**src/rtl/fpu_divider16_pkg.sv**
```systemverilog
// Shared constants and state encoding for the FP16 mantissa divider.
package fpu_divider16_pkg;

  // Stored fraction width; mantissa operands carry the hidden bit on top.
  localparam int FRACW = 10;
  localparam int MW    = FRACW + 1;
  // Dividend pre-shift that yields guard/round bits in the quotient.
  localparam int SHIFT = 13;
  // Quotient width, also the number of compute iterations.
  localparam int QW    = MW + SHIFT;
  localparam int CW    = $clog2(QW);

  // Legacy-compatible state encoding shared with the FPU sequencer.
  typedef logic [1:0] fpu_divide_state_t;
  localparam fpu_divide_state_t DIV_WAIT = 2'd0;
  localparam fpu_divide_state_t DIV_COMP = 2'd1;
  localparam fpu_divide_state_t DIV_DONE = 2'd2;

endpackage

```
**src/rtl/fpu_divider_fsm.sv**
```systemverilog
// Control FSM for the mantissa divider: wait -> compute -> done (held).
module fpu_divider_fsm
  import fpu_divider16_pkg::*;
(
  input  logic clock,
  input  logic reset,
  input  logic start,
  input  logic zeroDiv,
  input  logic compDone,
  output logic compEn,
  output logic busy,
  output logic done
);

  fpu_divide_state_t state_q, state_d;

  // Next-state decode; start only matters while waiting.
  always_comb begin
    // NOTE: default first so every path assigns state_d and no latch is inferred.
    state_d = state_q;
    case (state_q)
      DIV_WAIT: if (start) state_d = zeroDiv ? DIV_DONE : DIV_COMP;
      DIV_COMP: if (compDone) state_d = DIV_DONE;
      DIV_DONE: state_d = DIV_DONE;
      default:  state_d = DIV_WAIT;
    endcase
  end

  // State register; only reset leaves DIV_DONE.
  always_ff @(posedge clock or posedge reset) begin
    // NOTE: non-blocking assignments keep every register sampling pre-edge values.
    if (reset) state_q <= DIV_WAIT;
    else       state_q <= state_d;
  end

  assign compEn = (state_q == DIV_COMP);
  assign busy   = compEn;
  assign done   = (state_q == DIV_DONE);

endmodule

```
**src/rtl/fpu_divider16.sv**
```systemverilog
// Sequential restoring divider for FP16 mantissas, one quotient bit per clock, MSB first.
module fpu_divider16
  import fpu_divider16_pkg::*;
(
  input  logic          clock,
  input  logic          reset,
  input  logic [MW-1:0] divIn1,
  input  logic [MW-1:0] divIn2,
  input  logic          start,
  output logic [QW-1:0] quotient,
  output logic          sticky,
  output logic          divByZero,
  output logic          busy,
  output logic          done
);

  logic [MW-1:0] divisor_q;   // latched divisor
  logic [MW-1:0] rem_q;       // partial remainder R, always < divisor
  logic [QW-1:0] dvd_q;       // dividend shift register D
  logic [CW-1:0] cnt_q;       // iteration counter

  logic          comp_en;
  logic          comp_done;
  logic          zero_div;
  logic          load;

  logic [MW:0]   trial;
  logic [MW+1:0] sub_full;
  logic          sub_unused;
  logic          qbit;
  logic [MW-1:0] rem_d;

  assign zero_div  = (divIn2 == '0);
  assign comp_done = comp_en && (cnt_q == CW'(QW - 1));
  // Start is accepted only in DIV_WAIT, i.e. neither computing nor done.
  assign load      = start && !busy && !done;

  fpu_divider_fsm u_fsm (
    .clock    (clock),
    .reset    (reset),
    .start    (start),
    .zeroDiv  (zero_div),
    .compDone (comp_done),
    .compEn   (comp_en),
    .busy     (busy),
    .done     (done)
  );

  // Trial subtract: trial + ~divisor + 1; carry out means trial >= divisor.
  always_comb begin
    trial      = {rem_q, dvd_q[QW-1]};
    sub_full   = {1'b0, trial} + {1'b0, ~{1'b0, divisor_q}} + (MW + 2)'(1);
    qbit       = sub_full[MW+1];
    sub_unused = sub_full[MW];
    rem_d      = qbit ? sub_full[MW-1:0] : trial[MW-1:0];
  end

  // Datapath: operand capture on start, one restoring step per compute cycle.
  always_ff @(posedge clock or posedge reset) begin
    if (reset) begin
      divisor_q <= '0;
      rem_q     <= '0;
      dvd_q     <= '0;
      cnt_q     <= '0;
      quotient  <= '0;
      sticky    <= 1'b0;
      divByZero <= 1'b0;
    end else if (load) begin
      divisor_q <= divIn2;
      rem_q     <= '0;
      dvd_q     <= {divIn1, {SHIFT{1'b0}}};
      cnt_q     <= '0;
      sticky    <= 1'b0;
      divByZero <= zero_div;
      quotient  <= zero_div ? '1 : '0;
    end else if (comp_en) begin
      rem_q    <= rem_d;
      dvd_q    <= dvd_q << 1;
      quotient <= {quotient[QW-2:0], qbit};
      cnt_q    <= cnt_q + CW'(1);
      // Sticky comes from the remainder produced by the final step.
      if (comp_done) sticky <= |rem_d;
    end
  end

endmodule
```
**config.mk**
```make
export PLATFORM = sky130hd
export DESIGN_NAME = fpu_divider16
export DESIGN_NICKNAME = d
export VERILOG_FILES = /design/src/rtl/fpu_divider16_pkg.sv /design/src/rtl/fpu_divider_fsm.sv /design/src/rtl/fpu_divider16.sv
export SDC_FILE = /design/constraint.sdc
export NUM_CORES = 1
export LEC_CHECK = 0
export CELL_PAD_IN_SITES_DETAIL_PLACEMENT = 1
export CELL_PAD_IN_SITES_GLOBAL_PLACEMENT = 2
export CORE_UTILIZATION = 36
export CTS_CLUSTER_DIAMETER = 30
export DETAILED_ROUTE_END_ITERATION = 7
export GPL_ROUTABILITY_DRIVEN = 0
export PLACE_DENSITY_LB_ADDON = 0.1
export SLEW_MARGIN = 20
export SYNTH_ARGS = -nofsm -noshare
export SYNTH_HDL_FRONTEND = slang
export SYNTH_SLANG_ARGS = --single-unit
```
**constraint.sdc**
```tcl
create_clock -name clock -period 5.33 [get_ports clock]
set_input_delay 1.066 -clock clock [delete_from_list [all_inputs] [get_ports clock]]
set_output_delay 1.066 -clock clock [all_outputs]
set_load 0.02 [all_outputs]
```
Word-level counts from Yosys, hierarchy flattened --
Index checks and enable logic that the tools add are counted.
Cells by class: add/subtract/negate cells 3, equal/unequal tests 5, muxes and demuxes 17, bitwise gates (word level) 1, reduce and logical (&&, ||, !) cells 12
Operators by type and width (count):
- two-way mux 24 bit | 5
- two-way mux 11 bit | 3
- adder 12 x 12 -> 13 bit | 1
- adder 13 x 1 -> 13 bit, second input constant | 1
- inverter 11 -> 12 bit | 1
- zero test 11 bit | 1
- OR reduction 11 bit | 1
- two-way mux 5 bit | 2
- two-way mux 2 bit | 3
- one-hot mux 2 bit (3 select lines) | 1
- adder 5 x 1 -> 5 bit, second input constant | 1
- == test 5 bit, second input constant | 1
- AND reduction 2 bit | 2
- nonzero test 2 bit | 2
- logical AND 1 bit | 3
- two-way mux 1 bit | 3
- == test 2 x 1 -> 1 bit, second input constant | 1
- == test 2 bit, second input constant | 1
- zero test 1 bit | 2
- zero test 2 bit | 1
- inequality test 2 x 1 -> 1 bit, second input constant | 1
- inequality test 2 bit, second input constant | 1
Storage, ports and cells: register bits 79, logic and storage cells 46

Logic depth before layout (Yosys ltp) --
depth in word-level cells 8, depth in mapped cells 11, gate-level depth less buffers 10

Hierarchy --
Synthesis repeated with hierarchy kept, for this count alone.
Unflattened totals: cell total of the unflattened synthesis 360, area, all modules 3582.2 um^2
Modules (own cells, without submodules):
- fpu_divider16 | instances 1, cells an instance 342, area an instance 3403.3 um^2, sequential area each 1601.5 um^2
- fpu_divider_fsm | instances 1, cells an instance 18, area an instance 178.9 um^2, sequential area each 50.0 um^2

Least setup slack after synthesis --
No wires, ideal clock.
path kind input port to flip-flop, start input port divIn2[6], end register quotient[10], setup time 0.083 ns, data arrival time 2.529 ns, required time 5.247 ns, path slack 2.718 ns, stages on the path 8, cell sequence nor4_1 nand2_1 nor4_1 nor2b_1 clkbuf_1 clkbuf_1 a21oi_1 o21ai_0
On the way: cells in the longest elaborated chain, start to end 3
Ends and longest elaborated chain:
- start: declaration | RTL line fpu_divider16.sv:8 | input logic [MW-1:0] divIn2,
- zero test 11 bit | RTL line fpu_divider16.sv:33 | assign zero_div = (divIn2 == '0);
- two-way mux 24 bit | RTL line fpu_divider16.sv:75 | quotient <= zero_div ? '1 : '0;
- two-way mux 24 bit | RTL line fpu_divider16.sv:68 | end else if (load) begin
- end signal: assignment | RTL line fpu_divider16.sv:75
- end signal: assignment | RTL line fpu_divider16.sv:79 | quotient <= {quotient[QW-2:0], qbit};
- end: declaration | RTL line fpu_divider16.sv:10 | output logic [QW-1:0] quotient,
No other way between the ends. A chain may end at the register's enable or synchronous reset.

Worst setup path after layout --
start register u_fsm.state_q[1], end output port busy
On the way: cells in the longest elaborated chain, start to end 1
Ends and longest elaborated chain:
- start: declaration | RTL line fpu_divider_fsm.sv:15 | fpu_divide_state_t state_q, state_d;
- start signal: assignment | RTL line fpu_divider_fsm.sv:33 | else state_q <= state_d;
- == test 2 x 1 -> 1 bit | RTL line fpu_divider_fsm.sv:36 | assign compEn = (state_q == DIV_COMP);
- end: declaration | RTL line fpu_divider16.sv:13 | output logic busy,
No other way between the ends.

==> summary.txt <==
Outcome
  – Outcome: complete, no violations

Synth
  – Synth cell count leaders: 66 x dfrtp_1, 62 x nand2_1, 44 x o21ai_0
  – Synthesized Nets: 436
  – Synth Instances: 394
  – Mapped Area: 3570 µm²
  – Ys async rst share: 1.00
  – Register area share after synthesis: 0.462
  – Yosys Warn Count: 0
  – Number of enable flip-flop cells after synthesis: 0
  – Post-synth cell types: 47
  – Synth Flop Type: dfrtp_1
  – Syn Area/Cell: 9.07 µm²
  – Count leader, synth: dfrtp_1
  – Biggest area consumer among synthesized cells: dfrtp_1
  – Post-synth top area share: 0.462
  – #FFs+latches synth: 66
  – Main area contributors after synthesis: dfrtp_1 46%, nand2_1 6.5%, o21ai_0 6.2%

Final layout
  – # diodes: 0
  – Layout area overhead: 23.6%
  – Layout cell share with drive strength beyond 1: 0.0747
  – Fin nets: 479

Worst setup path
  – Kind of critical path: flip-flop to output pin
  – CP endpoint kind: output pin
  – Critical path startpoint category: flip-flop
  – Max incr delay on CP: 0.73 ns
  – FF-to-FF setup slack: 2.13 ns
  – Worst EP arrival: 2.21 ns
  – FF-to-FF Start: rem_q[6]$_DFFE_PP0P_
  – CP startpoint: u_fsm.state_q[1]$_DFFE_PP0P_
  – Worst path required time: 4.26 ns
  – Cells along the critical path: inv_1 > ha_2 > clkdlybuf4s50_1
  – Path depth of the worst reg2reg path: 8
  – Crit-path slowest cell: clkdlybuf4s50_1
  – Crit Path Max Fanout: 35

STA
  – Worst Clk Skew: 0.00821 ns
  – Crit path setup slack, layout: 2.06 ns
  – Final worst-path cycle share: 0.614
  – Max-slew violations: 0
  – Shortest period the worst path allows: 3.27 ns
  – Unrepaired setup endpoints after global routing: false
  – FMAX: 306 MHz
  – Final hold violations: 0
  – Setup-failing EPs final: 0
  – Worst Max-Slew Pin Slew: 1.07 ns
  – Max-Slew Margin vs Limit: 0.282
  – Setup TNS: 0 ns

Floorplan
  – Initial Utilization: 0.369
  – Row cnt: 36
  – I/O Pins: 53
  – Die Width: 102 µm
  – DIE AREA: 10300 µm²
  – CORE AREA: 9680 µm²
  – Die H: 102 µm

Power and ir drop
  – Clock network fraction of total power: 0.179
  – Sw frac: 0.444
  – Leak: 1.96 nW
  – Psw: 0.00116 W
  – Pwr dens: 593 nW/µm²
  – Combinational share of power: 0.530
  – Cell-internal power: 0.00146 W
  – Worst IR Drop VDD: 239 µV
  – Seq pwr share: 0.291

Clocking
  – CTS max path bufs: 2
  – Hold Buf Count CTS: 0
  – Setup Buffers After CTS: 0
  – CTS tree: built
  – CTS root buf: clkbuf_8
  – Clk_lat worst skew: 0.35 ns
  – Post-CTS Resized: 0
  – Maximum level of the CTS H-tree: 3
  – Clk sinks: 66
  – Clk slew on worst S/H paths: 0.08 ns
  – Num CTS Buffers: 9

Drt
  – Routed Antenna Nets: 0
  – Number of detailed-route iterations in the first pass: 4
  – DR WL/cell: 16.5 µm
  – Via count: 2976
  – Final WL: 9.48 mm
  – # DRC: 0
  – Vias/cell: 5.18
  – First DRT Iteration DRCs: 114

Placed design
  – Post-DP HPWL: 6.57 mm
  – PortBufs: 52
  – Setup WS pre-CTS: 2.03 ns

Global route
  – First-pass GRT wire length: 15.8 mm
  – Number of global-route vias before repair: 3141
  – Largest net degree at the start of global routing: 54
  – Antenna violations before repair: 0
  – Congestion Overflow GR: 0
  – GRT Overall Usage: 0.203

Worst hold path
  – HP Start: dvd_q[19]$_DFFE_PP0P_
  – Tightest Hold Check Type: flip-flop to flip-flop
  – Hold path depth: 2

Run
  – Max-Cap Viols: 0
## worst paths after layout
| path | end |
|---|---|
| worst min-delay path | dvd_q[20]$_DFFE_PP0P_ |
| min in group asynchronous | u_fsm.state_q[1]$_DFFE_PP0P_ |
| worst max-delay path | busy |
| max in group asynchronous | rem_q[7]$_DFFE_PP0P_ |
| worst min register to register | dvd_q[20]$_DFFE_PP0P_ |
| worst max register to register | sticky$_DFFE_PP0P_ |
## worst max-delay path, delay by kind of cell (launching register included)
family	cells	cell delay (ns)
buf+inv	2	0.82
flops	1	0.42
fa+ha+maj	1	0.62
## cell type report
| type | count | area, µm² |
|---|---|---|
| clock inverters | 7 | 93.8 |
| flip-flops and latches | 66 | 1650 |
| inverters | 20 | 75.1 |
| clock buffers | 9 | 124 |
| multi-input cells | 283 | 1750 |
| repair buffers | 57 | 558 |
| well taps | 133 | 166 |
| fillers | 1142 | 5270 |
## registers in the layout, summed over array words and instances, names as in the netlist
signal         count
rem_q             11
sticky             1
divByZero          1
quotient          24
cnt_q              5
divisor_q         11
u_fsm.state_q      2
dvd_q             11
## metal layers
layer	vias up	global-route usage	part of all wire
li1	1465	-	-
met1	1457	0.262	0.48
met2	43	0.321	0.46
met3	11	0.0545	0.043
met4	0	0.0825	0.017
met5	-	0	0
## cells by family (layout without fill, tap and decap cells)
group	count (synthesis)	count (layout)	share of synthesized area
compound gates	127	127	0.212
simple gates	112	112	0.141
flops	66	66	0.462
buf+inv	45	93	0.0497
mux	18	18	0.0515
fa+ha+maj	17	17	0.0616
xor+xnor	9	9	0.0221
## cells in the final DEF, fill, tap and decap left out, drive strengths merged, types with 4 or more instances in the layout
cell	instances
mux2i	15
nor3	4
buf	5
dfrtp	66
nor2	11
nor2b	4
inv	20
nand2	62
nor4	5
clkdlybuf4s50	52
o21ai	67
clkbuf	9
xnor2	7
a21o	4
ha	16
a21oi	32
or2	4
nand3	15
## power by group through the flow
stage	clock network (W)	registers, W	logic (W)
floorplan	0	0.000749	0.00104
global placement	0	0.000767	0.00135
detailed placement	0	0.000772	0.00138
CTS	0.000481	0.000764	0.00139
global route	0.000506	0.000784	0.00155
finish	0.000468	0.000764	0.00139
## through the flow
step                      std cells  hold WS, ns  area, µm²  total power, W   util
final                           575        0.489       4420         0.00262  0.456
after global routing            575        0.520       4420         0.00284  0.456
after CTS                       575        0.491       4420         0.00264  0.456
after detailed placement        559        0.473       4200         0.00215  0.434
after global placement          559        0.463       4200         0.00212  0.434
after floorplan                 394        0.450       3570         0.00179      -
Power figures use the tool's default switching activity.
==> variant 1: new RTL, config.mk and constraints unchanged <==
Change the package constant `SHIFT` from 13 to 12.
--- a/src/rtl/fpu_divider16_pkg.sv
+++ b/src/rtl/fpu_divider16_pkg.sv
@@ -6,5 +6,5 @@
   localparam int MW    = FRACW + 1;
   // Dividend pre-shift that yields guard/round bits in the quotient.
-  localparam int SHIFT = 13;
+  localparam int SHIFT = 12;
   // Quotient width, also the number of compute iterations.
   localparam int QW    = MW + SHIFT;
Interface: changed (resized quotient); port bits go from 53 to 52. The function was not compared with the original's and may differ.
==> variant 1 against the unedited design <==
  * Sequential cell count decreased by 1
  * Register-to-register slack improved by 0.25 ns
  * Power decreased by 1.9%
  * Area after synthesis decreased by 0.81%
  * Final area decreased by 0.82%
  * Worst setup slack improved by 0.29 ns
  * Wire length decreased by 10%
  * Worst hold slack got worse by 0.0022 ns
  * Via count decreased by 2.3%
  * Largest cell class unchanged
==> variant 1: results (changes against the unedited design) <==
number of global-route vias before repair - 2977 (was 3141)
Largest register FFs - 23 (was 24)
R2R depth - 10 (was 8)
post-DP HPWL - 6000 um (was 6570 um)
Worst Hold Class - reg -> reg (unchanged)
seq pwr - 755 uW (was 764 uW)
Period Utilization, post-route - 0.560 (was 0.614)
routed wire length - 8510 um (was 9480 um)
status - complete, no violations (unchanged)
largest net degree at the start of global routing - 83 (was 54)
Synth top cells by count - 65 x dfrtp_1, 59 x nand2_1, 35 x o21ai_0, 31 x a21oi_1, 31 x o21ai_1 (was 66 x dfrtp_1, 62 x nand2_1, 44 x o21ai_0, 32 x a21oi_1, 23 x o21ai_1)
syn_nets - 433 (was 436)
Initial DRC Count - 89 (was 114)
Worst Hold Path EP - dvd_q[19] (was dvd_q[20])
Worst-Skew Late Latency - 0.33 ns (was 0.35 ns)
mux contribution to synthesized area - 0.0519 (was 0.0515)
IO Port Bufs - 51 (was 52)
top area cells in the synthesized netlist - dfrtp_1 46%, nand2_1 6.2%, ha_1 6.0% (was dfrtp_1 46%, nand2_1 6.5%, o21ai_0 6.2%)
Critical Path Fanout Max - 23 (was 35)
Net Sw Frac - 0.431 (was 0.444)
first-pass GRT wire length - 15000 um (was 15800 um)
RR Startpoint - dvd_q[22] (was rem_q[6])
Pleak - 0.00196 uW (about the same)
crit path DAT - 3.22 ns (was 2.21 ns)
Post-Synth XOR/XNOR Area - 0.0222 (was 0.0221)
crit path from - divIn2[2] (was u_fsm.state_q[1])
Compound-Gate Fraction of Synth Area - 0.211 (was 0.212)
share of layout cells above drive strength 1 - 0.0753 (was 0.0747)
Placed Cells - 552 (was 559)
VDD IR max - 0.250 mV (was 0.239 mV)
vias per cell - 5.13 (was 5.18)
hold wc startpoint - dvd_q[18] (was dvd_q[19])
cts bufs inserted - 9 (unchanged)
worst setup path endpoint - quotient[2] (was busy)
flop2flop setup slack - 2.38 ns (was 2.13 ns)
Biggest register - quotient (unchanged)
Post-Layout Cell Count - 567 (was 575)
hold slack - 0.487 ns (was 0.489 ns)
syn_area_per_cell - 9.09 sq um (was 9.07 sq um)
Final nets - 477 (was 479)
clk slew on worst S/H paths - 0.06 ns (was 0.08 ns)
Layout Skew - 0.00767 ns (was 0.00821 ns)
post-synthesis sequential area ratio - 0.459 (was 0.462)
fillers - 1133 (was 1142)
Post-Place Worst Slack - 1.93 ns (was 2.03 ns)
Least-Margin Pin Slew - 0.850 ns (was 1.07 ns)
Clk pwr share - 0.174 (was 0.179)
adder-cell area share of the yosys netlist - 0.0656 (was 0.0616)
GR Util All Layers - 0.187 (was 0.203)
-- variant 1: critical path: stages --
cell and delay (ns):
clkdlybuf4s50_1 0.43, nor4_1 0.38, nand2_1 0.15, nor4_1 0.45, nor2b_1 0.21, buf_4 0.29
a21oi_1 0.06, o21ai_0 0.18
-- variant 1: area by class of cell --
class	instances	area (sq um)	area share
multi-input cells	280	1750	0.399
flip-flops and latches	65	1630	0.371
repair buffers	57	556	0.127
clock buffers	13	179	0.0408
well taps	129	161	0.0368
inverters	21	78.8	0.0180
clock inverters	2	35.0	0.00799
-- variant 1: metal layers --
metal	wire length, um	share of wire	vias up	global-route usage
met5	0	0	-	0
met4	81	0.0095	0	0.0468
met3	209	0.025	7	0.0345
met2	3820	0.45	37	0.280
met1	4390	0.52	1415	0.279
li1	-	-	1449	-
-- variant 1: metrics by stage --
step / total power, uW / cell area (sq um)
finish: 2570 / 4380
global route: 2810 / 4380
CTS: 2600 / 4380
detailed placement: 2140 / 4170
global placement: 2100 / 4170
floorplan: 1800 / 3550
==> variant 2: new RTL, same settings <==
Made on the original files. Register the output `quotient` once more, with the module's reset; this adds one clock of latency there. The other outputs are not delayed to match.
--- a/src/rtl/fpu_divider16.sv
+++ b/src/rtl/fpu_divider16.sv
@@ -14,4 +14,6 @@
   output logic          done
 );
+
+  logic [QW-1:0] quotient_s0;
 
   logic [MW-1:0] divisor_q;   // latched divisor
@@ -63,5 +65,5 @@
       dvd_q     <= '0;
       cnt_q     <= '0;
-      quotient  <= '0;
+      quotient_s0 <= '0;
       sticky    <= 1'b0;
       divByZero <= 1'b0;
@@ -73,9 +75,9 @@
       sticky    <= 1'b0;
       divByZero <= zero_div;
-      quotient  <= zero_div ? '1 : '0;
+      quotient_s0 <= zero_div ? '1 : '0;
     end else if (comp_en) begin
       rem_q    <= rem_d;
       dvd_q    <= dvd_q << 1;
-      quotient <= {quotient[QW-2:0], qbit};
+      quotient_s0 <= {quotient_s0[QW-2:0], qbit};
       cnt_q    <= cnt_q + CW'(1);
       // Sticky comes from the remainder produced by the final step.
@@ -84,3 +86,11 @@
   end
 
+  always_ff @(posedge clock or posedge reset) begin
+    if (reset) begin
+      quotient <= '0;
+    end else begin
+      quotient <= quotient_s0;
+    end
+  end
+
 endmodule
Behaviour: not the same (a bounded check fails within 4 cycles, from zero or initial values and one cycle with reset high).
==> variant 2 against the unedited design <==
  * Sequential cell count increased by 24
  * Worst setup slack improved by 0.32 ns
  * Power increased by 2.4%
  * Wire length decreased by 0.94%
  * Area after synthesis increased by 16%
  * Count of clock-buffer cells in the layout increased by 1
  * Register-to-register slack improved by 0.50 ns
  * Final area increased by 15%
  * Maximum frequency increased by 11%
==> variant 2: results (changes against the unedited design) <==
status - complete, no violations (unchanged)
Initial DRC Count - 140 (was 114)
P_int - 1590 uW (was 1460 uW)
VDD IR max - 0.477 mV (was 0.239 mV)
syn_nets - 453 (was 436)
cts bufs inserted - 9 (unchanged)
top area cells in the synthesized netlist - dfrtp_1 54%, o21ai_0 7.7%, nand2_1 5.9% (was dfrtp_1 46%, nand2_1 6.5%, o21ai_0 6.2%)
Max-Slew Margin vs Limit - 0.269 (was 0.282)
routed wire length - 9390 um (was 9480 um)
clk slew on worst S/H paths - 0.07 ns
Final nets - 499 (was 479)
GR Util All Layers - 0.176 (was 0.203)
Synth top cells by count - 90 x dfrtp_1, 65 x nand2_1, 64 x o21ai_0, 36 x a21oi_1, 18 x inv_1 (was 66 x dfrtp_1, 62 x nand2_1, 44 x o21ai_0, 32 x a21oi_1, 23 x o21ai_1)
share of synthesized registers carrying an async set or reset - 1.00 (unchanged)
post-cts sizing count - 0 (unchanged)
DRT Pass-1 Iters - 4 (unchanged)
IO Port Bufs - 52 (unchanged)
post-synthesis sequential area ratio - 0.541 (was 0.462)
fillers - 1251 (was 1142)
Worst-Skew Late Latency - 0.34 ns
Initial Util - 0.377 (was 0.369)
n_diodes - 0 (unchanged)
Placed Area - 0.00479 sq mm (was 0.00420 sq mm)
crit path from - divIn2[9] (was u_fsm.state_q[1])
vias - 3109 (was 2976)
largest net degree at the start of global routing - 87 (was 54)
largest registers - quotient (24), quotient_s0 (24)
post-DP HPWL - 6360 um (was 6570 um)
Post-Synth XOR/XNOR Area - 0.0126 (was 0.0221)
Critical Path Fanout Max - 24 (was 35)
Pleak - 0.00222 uW (was 0.00196 uW)
synth unique cells - 45 (was 47)
vias per cell - 5.17 (was 5.18)
flop2flop setup slack - 2.63 ns (was 2.13 ns)
Compound-Gate Fraction of Synth Area - 0.187 (was 0.212)
Root Buffer - clkbuf_16 (was clkbuf_8)
RR Startpoint - dvd_q[23] (was rem_q[6])
CTS max path bufs - 2 (unchanged)
mux contribution to synthesized area - 0.0439 (was 0.0515)
hold_buf cts - 0 (unchanged)
crit path DAT - 3.20 ns (was 2.21 ns)
initial antenna violation count - 0 (unchanged)
first-pass GRT wire length - 15900 um (was 15800 um)
largest family of logic cells by synthesized area - compound AO/OA/AOI/OAI gates (unchanged)
RR Endpoint - sticky (unchanged)
Layout Skew - 0.00670 ns (was 0.00821 ns)
warnings from Yosys - 0 (unchanged)
Cells after Synth - 411 (was 394)
Setup Fix Bufs, Post-CTS - 0 (unchanged)
remaining antenna violation count - 0 (unchanged)
share of layout cells above drive strength 1 - 0.0738 (was 0.0747)
H-tree levels - 3 (unchanged)
Worst Hold Class - reg -> reg (unchanged)
adder-cell area share of the yosys netlist - 0.0529 (was 0.0616)
R2R depth - 10 (was 8)
worst setup path endpoint - quotient_s0[10] (was busy)
Placed Cells - 586 (was 559)
-- variant 2: cell count changes after synthesis, moves of 3 or more --
| cell | unedited run | this run |
|---|---|---|
| dfrtp_1 | 66 | 90 |
| a21oi_1 | 32 | 36 |
| o21a_1 | 0 | 4 |
| nand3_1 | 15 | 8 |
| nor2_1 | 11 | 15 |
| nand2_1 | 62 | 65 |
| clkbuf_1 | 22 | 17 |
| o21ai_1 | 23 | 2 |
| nor2b_1 | 4 | 1 |
| a21o_1 | 4 | 0 |
| o21ai_0 | 44 | 64 |
| o211ai_1 | 3 | 7 |
-- variant 2: layer usage --
metal	up-vias	routed length (um)	track usage
li1	1514	-	-
met1	1528	4810	0.251
met2	56	4020	0.256
met3	11	400	0.0385
met4	0	162	0.0771
met5	-	0	0
-- variant 2: cell type report --
cell class,instances,share of cell area
Clock buffer,10,0.0452
Multi-Input combinational cell,281,0.344
Timing Repair Buffer,57,0.110
Tap cell,140,0.0346
Sequential cell,90,0.445
Clock inverter,5,0.00791
Inverter,18,0.0136
-- variant 2: power groups by stage --
stage	logic (uW)	registers (uW)	clock network (uW)
after floorplan	943	906	0
after global placement	1170	922	0
after detailed placement	1200	926	0
after CTS	1200	916	612
after global routing	1340	932	632
final	1180	913	587
-- variant 2: worst min path at each step --
stage	from	to	slack (ns)	cells after the start
after detailed placement	quotient_s0[23]	quotient[23]	0.38	0
after CTS	quotient_s0[23]	quotient[23]	0.39	0
after floorplan	quotient_s0[23]	quotient[23]	0.35	0
final	quotient_s0[23]	quotient[23]	0.39	0
after global routing	quotient_s0[23]	quotient[23]	0.41	0
after global placement	quotient_s0[23]	quotient[23]	0.37	0
-- variant 2: cells by family (layout without fill, tap and decap cells) --
family | count (synthesis) | after routing
AO/OA/AOI/OAI | 131 | 131
AND/OR/NAND/NOR | 109 | 109
flip-flops | 90 | 90
buffers and inverters | 40 | 90
multiplexers | 18 | 18
adder cells (fa/ha/maj) | 17 | 17
XOR/XNOR | 6 | 6
-- variant 2: worst max-delay path, stage by stage --
cell	delay, ns
clkdlybuf4s50_1	0.43
nor4_1	0.33
nand3_1	0.21
nor2_2	0.86
a21oi_1	0.08
o21ai_0	0.21
-- variant 2: per-stage QoR --
step                      worst slack, ns  power, uW  hold WS, ns   util
after floorplan                      1.93       1850        0.354      -
after global placement               2.15       2100        0.367  0.435
after detailed placement             2.04       2120        0.376  0.435
after CTS                            2.36       2730        0.391  0.459
after global routing                 2.14       2910        0.406  0.459
final                                2.38       2680        0.388  0.459
